--- src/rtl/ehgu_fifo_pkg.sv ---
// rtl/ehgu_fifo_pkg.sv - pointer type and wrap/level helpers shared by the ehgu FIFO read and write sides
package ehgu_fifo_pkg;

    localparam int unsigned EHGU_AWIDTH = 8;

    typedef logic [EHGU_AWIDTH:0] ptr_t;

    // DEPTH need not be a power of two, so the address wraps explicitly and the phase bit marks each lap.
    function automatic ptr_t ptr_incr(input ptr_t ptr, input int unsigned depth);
        logic [EHGU_AWIDTH-1:0] addr;
        logic                   phase;
        addr  = ptr[EHGU_AWIDTH-1:0];
        phase = ptr[EHGU_AWIDTH];
        if (addr == EHGU_AWIDTH'(depth - 1)) begin
            return {~phase, {EHGU_AWIDTH{1'b0}}};
        end
        return {phase, addr + EHGU_AWIDTH'(1)};
    endfunction

    function automatic ptr_t ptr_level(input ptr_t wptr, input ptr_t rptr, input int unsigned depth);
        int unsigned waddr;
        int unsigned raddr;
        waddr = 32'(wptr[EHGU_AWIDTH-1:0]);
        raddr = 32'(rptr[EHGU_AWIDTH-1:0]);
        if (wptr[EHGU_AWIDTH] == rptr[EHGU_AWIDTH]) begin
            return ptr_t'(waddr - raddr);
        end
        return ptr_t'(depth - raddr + waddr);
    endfunction

endpackage

--- src/rtl/ehgu_skid_buf.sv ---
// rtl/ehgu_skid_buf.sv - two-entry valid/ready output buffer with registered head word
module ehgu_skid_buf #(
    parameter int unsigned WIDTH = 8
) (
    input  logic             clk,
    input  logic             rst,
    input  logic             push,
    input  logic [WIDTH-1:0] data_in,
    input  logic             dout_ready,
    output logic [WIDTH-1:0] dout,
    output logic             dout_valid,
    output logic [1:0]       bufcnt
);

    logic [WIDTH-1:0] head_q, head_d;
    logic [WIDTH-1:0] tail_q, tail_d;
    logic [1:0]       cnt_q, cnt_d;
    logic             valid_q, valid_d;
    logic             deq;

    always_comb begin
        head_d = head_q;
        tail_d = tail_q;
        deq    = valid_q & dout_ready;
        // Head is the output register; it only changes when empty or on a dequeue, so a stalled word holds.
        if (deq) begin
            if (cnt_q == 2'd2) begin
                head_d = tail_q;
                if (push) begin
                    tail_d = data_in;
                end
            end else if (push) begin
                head_d = data_in;
            end
        end else if (push) begin
            if (cnt_q == 2'd0) begin
                head_d = data_in;
            end else begin
                tail_d = data_in;
            end
        end
        cnt_d   = cnt_q + {1'b0, push} - {1'b0, deq};
        valid_d = (cnt_d != 2'd0);
    end

    always_ff @(posedge clk) begin
        if (rst) begin
            head_q  <= '0;
            tail_q  <= '0;
            cnt_q   <= 2'd0;
            valid_q <= 1'b0;
        end else begin
            head_q  <= head_d;
            tail_q  <= tail_d;
            cnt_q   <= cnt_d;
            valid_q <= valid_d;
        end
    end

    assign dout       = head_q;
    assign dout_valid = valid_q;
    assign bufcnt     = cnt_q;

endmodule

--- src/rtl/ehgu_fifo_rd_stream.sv ---
// rtl/ehgu_fifo_rd_stream.sv - FIFO read side: pointer compare, RAM read issue and valid/ready output stream
module ehgu_fifo_rd_stream
    import ehgu_fifo_pkg::*;
#(
    parameter int unsigned WIDTH  = 8,
    parameter int unsigned AWIDTH = EHGU_AWIDTH,
    parameter int unsigned DEPTH  = 128
) (
    input  logic              clk,
    input  logic              rst,
    input  logic              en,
    input  logic [AWIDTH:0]   wptr,
    output logic [AWIDTH:0]   rptr,
    output logic              renable,
    output logic [AWIDTH-1:0] raddr,
    input  logic [WIDTH-1:0]  rdata,
    output logic [WIDTH-1:0]  dout,
    output logic              dout_valid,
    input  logic              dout_ready,
    output logic              empty,
    output logic [AWIDTH:0]   level
);

    ptr_t       rptr_q, rptr_d;
    logic       inflight_q, inflight_d;
    logic [1:0] bufcnt;
    logic [2:0] occ;
    logic       deq;

    always_comb begin
        deq   = dout_valid & dout_ready;
        // Words already committed to the buffer after this clock; a new read may only be issued if one slot stays free.
        occ   = {1'b0, bufcnt} + {2'b00, inflight_q} - {2'b00, deq};
        empty = (wptr == rptr_q);
        level = ptr_level(wptr, rptr_q, DEPTH);

        renable    = en & ~empty & (occ < 3'd2);
        rptr_d     = renable ? ptr_incr(rptr_q, DEPTH) : rptr_q;
        inflight_d = renable;
    end

    always_ff @(posedge clk) begin
        if (rst) begin
            rptr_q     <= '0;
            inflight_q <= 1'b0;
        end else begin
            rptr_q     <= rptr_d;
            inflight_q <= inflight_d;
        end
    end

    assign rptr  = rptr_q;
    assign raddr = rptr_q[AWIDTH-1:0];

    ehgu_skid_buf #(
        .WIDTH (WIDTH)
    ) u_skid (
        .clk        (clk),
        .rst        (rst),
        .push       (inflight_q),
        .data_in    (rdata),
        .dout_ready (dout_ready),
        .dout       (dout),
        .dout_valid (dout_valid),
        .bufcnt     (bufcnt)
    );

    level_in_range: assert property (@(posedge clk) disable iff (rst) 32'(level) <= DEPTH);

endmodule
--- config.mk ---
export PLATFORM = sky130hd
export DESIGN_NAME = ehgu_fifo_rd_stream
export DESIGN_NICKNAME = d
export VERILOG_FILES = /design/src/rtl/ehgu_fifo_pkg.sv /design/src/rtl/ehgu_skid_buf.sv /design/src/rtl/ehgu_fifo_rd_stream.sv
export SDC_FILE = /design/constraint.sdc
export NUM_CORES = 1
export LEC_CHECK = 0
export CAP_MARGIN = 15
export CORE_UTILIZATION = 45
export DETAILED_ROUTE_END_ITERATION = 8
export PLACE_DENSITY = 0.77
export SYNTH_ARGS = -nofsm -noshare
export SYNTH_HDL_FRONTEND = slang
export SYNTH_HIERARCHICAL = 1
export SYNTH_SLANG_ARGS = --single-unit
--- constraint.sdc ---
create_clock -name clk -period 3 [get_ports clk]
set_clock_uncertainty 0.05 [all_clocks]
set_input_delay 0.6 -clock clk [delete_from_list [all_inputs] [get_ports clk]]
set_output_delay 0.6 -clock clk [all_outputs]
set_load 0.005 [all_outputs]
==> results.yml <==
logic_synthesis:
  synth_nets: 308
  synth_cell_types: 47
  yosysTopAreaCell: "dfxtp_1"
  ys_ff_latch: 29
  synth_ff_type: "dfxtp_1"
  yosys_warnings: 6
  synth_area_leaders: "dfxtp_1 25%, ha_1 9.9%, mux2i_1 8.4%, fa_1 7.9%, xnor2_1 5.0%"
  yosysSeqAreaShare_pct: 25.5
  synthArstFlopShare_pct: 0
  synth_cells: 260
  synth.most_common_cell: "dfxtp_1"
  synth_edf_count: 0
  synth.avg_cell_area_um2: 8.76
  synth_top_area_share_pct: 25.5
  ys_top_cells_by_count: "29 x dfxtp_1, 27 x inv_1, 21 x nor2_1"
  synthesis.area_um2: 2280
cts:
  numCtsBuffers: 5
  clk_latency_ps: 280
  path_clk_slew_ps: 60
  clock_path_buffers: 2
  htreeDepth: 2
  hold_buffers: 0
  cts_tree: "done"
  cts.root.buffer_cell: "clkbuf_8"
  clkSinkCount: 29
setup_path:
  crit_type: "input pin to output pin"
  critPathLaunchType: "input pin"
  cp-end-kind: "output pin"
  cp_max_fo: 2
  cp.arrival_ps: 2550
  worstPathRequired_ps: 2350
power:
  finalPower_w: 0.00186
  p_clk_share_pct: 19.0
  swShare_pct: 34.8
  p_comb_share_pct: 54.8
  p_leak_nw: 1.57
  p_seq_share_pct: 26.2
  power_density_nw_per_um2: 506
  vdd.ir_drop.worst_mv: 0.401
  p_int_w: 0.00121
  p_sw_w: 0.000646
layout:
  finalNetCount: 417
  fin_area_um2: 3670
  syn_to_final_growth_pct: 61.0
  final_cell_count_no_fill: 437
  num_antenna_cells: 0
  n_fill_cell: 305
  final_layout_size_suffix_gt1_share_pct: 39.7
floorplan:
  initial_core_util_pct: 47.6
  rows: 25
  die_w_um: 73.1
  dieArea_um2: 5350
  pin_count: 58
  core_um2: 4790
  die_h_um: 73.1
routing:
  drt_pass1_iterations: 4
  viasPerCell: 5.40
  route.detailed.drc: 0
  vias: 2360
  drt-initial-drc-count: 104
  drt_wl_total_mm: 7.25
  ant_nets: 0
  wl_per_cell_um: 16.6
grt:
  grt_pass1_vias: 2244
  grt_pass1_wl_mm: 10.4
  antenna_found_initial: 0
  grt_max_degree: 30
  grt_use_total_pct: 25.6
  gr-total-overflow: 0
run:
  cap_violations: 0
sta:
  setup-tns-final_ps: -373
  fmax_ghz: 0.313
  rsz0062_at_grt: "true"
  maxSlewViolCount: 0
  fin_crit_ps: 3200
  setup_violations: 4
  slew_headroom_pct: 56.7
  setup_ws_ps: -200
  timing.final.crit_share_pct: 107
  worst_slew_pin_slew_ps: 650
  hold_viol: 0
outcome:
  violations: "negative setup slack"
  status: "finished with violations"
place:
  pre_cts_ws_ps: -975
  place_congestion: 0.861
  dp_hpwl_mm: 4.23
  placed_area_um2: 3140
  dp.cells: 410
  portBuffers: 57
min_path:
  min_path_type: "register to register"
==> path summary, 6_finish.rpt <==
path | start | endpoint | slack [ps] | cells past startpoint
worst min register to register | u_skid/dout[0] | u_skid/dout[0] | 410 | 2
worst max-delay path | wptr[4] | level[8] | -200 | 10
worst min-delay path | u_skid/dout[0] | u_skid/dout[0] | 410 | 2
worst max register to register | u_skid/dout_valid | rptr[3] | 340 | 10
==> critical path, cell delays in order <==
cell and delay [ps]:
buf_4 110, ha_4 130, inv_2 40, fa_1 520
or3b_4 390, o2111a_1 190, a21oi_2 170, xor2_1 80
a21oi_1 180, buf_2 150
==> kinds of logic (layout without fill, tap and decap cells) <==
group / Yosys count / count (layout) / synth area share (%)
buffers and inverters: 45 / 155 / 9.61
AO/OA/AOI/OAI: 48 / 48 / 14.0
XOR/XNOR: 20 / 20 / 8.02
adder cells (fa/ha/maj): 27 / 27 / 17.8
flip-flops: 29 / 29 / 25.5
AND/OR/NAND/NOR: 72 / 72 / 16.7
multiplexers: 19 / 19 / 8.35
==> area by class of cell <==
| cell class | instances | area [µm²] | area share (%) |
|---|---|---|---|
| tap | 67 | 83.8 | 2.29 |
| timing repair buffer | 119 | 1030 | 28.2 |
| inverter | 28 | 108 | 2.94 |
| clock buffer | 7 | 96.3 | 2.63 |
| multi-input combinational | 186 | 1750 | 47.8 |
| clock inverter | 1 | 5.00 | 0.137 |
| sequential | 29 | 587 | 16.0 |
==> per-layer routing <==
metal | up-vias | global-route usage, % | wire, µm
li1 | 1095 | - | -
met3 | 26 | 4.97 | 369
met2 | 98 | 46.3 | 3840
met4 | 0 | 9.37 | 241
met5 | - | 0 | 0
met1 | 1141 | 29.6 | 2800
==> per-stage QoR <==
step,hold slack [ps],utilization (%)
floorplan,410,-
global placement,405,65.6
detailed placement,408,65.6
CTS,417,73.2
global route,440,76.6
finish,415,76.6
==> sequential cells by signal (all words and copies together) (netlist names) <==
signal / cells
u_skid/bufcnt: 2
inflight_q: 1
u_skid/dout: 8
u_skid/dout_valid: 1
u_skid/tail_q: 8
rptr: 9
==> power by group through the flow <==
stage / logic, W / registers (W) / clock network (W)
after floorplan: 0.000429 / 0.000495 / 0
after global placement: 0.000772 / 0.000483 / 0
after detailed placement: 0.000794 / 0.000485 / 0
after CTS: 0.000908 / 0.000484 / 0.000358
after global routing: 0.00110 / 0.000493 / 0.000377
final: 0.00102 / 0.000486 / 0.000352
==> what timing repair did <==
| action | 4_1_cts | 5_1_grt |
|---|---|---|
| pin swaps | 38 | 23 |
| setup buffers | 13 | 6 |
| setup endpoints to repair | 12 | 7 |
| resized for setup | 93 | 38 |
==> cell usage in the layout, fill, tap and decap left out, types with 4 or more instances in the layout <==
| cell | Yosys | layout |
|---|---|---|
| a21o_1 | 4 | 4 |
| buf_4 | 8 | 54 |
| xor2_1 | 6 | 6 |
| ha_1 | 18 | 7 |
| inv_2 | 1 | 9 |
| buf_6 | 1 | 11 |
| nor2_1 | 21 | 21 |
| inv_1 | 27 | 18 |
| a21o_2 | 6 | 6 |
| dfxtp_2 | 0 | 5 |
| mux2i_1 | 19 | 19 |
| a21oi_1 | 19 | 15 |
| a21oi_2 | 3 | 6 |
| clkdlybuf4s50_1 | 0 | 40 |
| ha_4 | 0 | 10 |
| fa_1 | 9 | 4 |
| nand2_1 | 10 | 9 |
| buf_2 | 1 | 6 |
| nand3_1 | 16 | 14 |
| clkbuf_8 | 0 | 7 |
| xnor2_1 | 13 | 10 |
| dfxtp_1 | 29 | 24 |
| o21ai_0 | 5 | 4 |
| fa_2 | 0 | 5 |
Power figures use the tool's default switching activity.
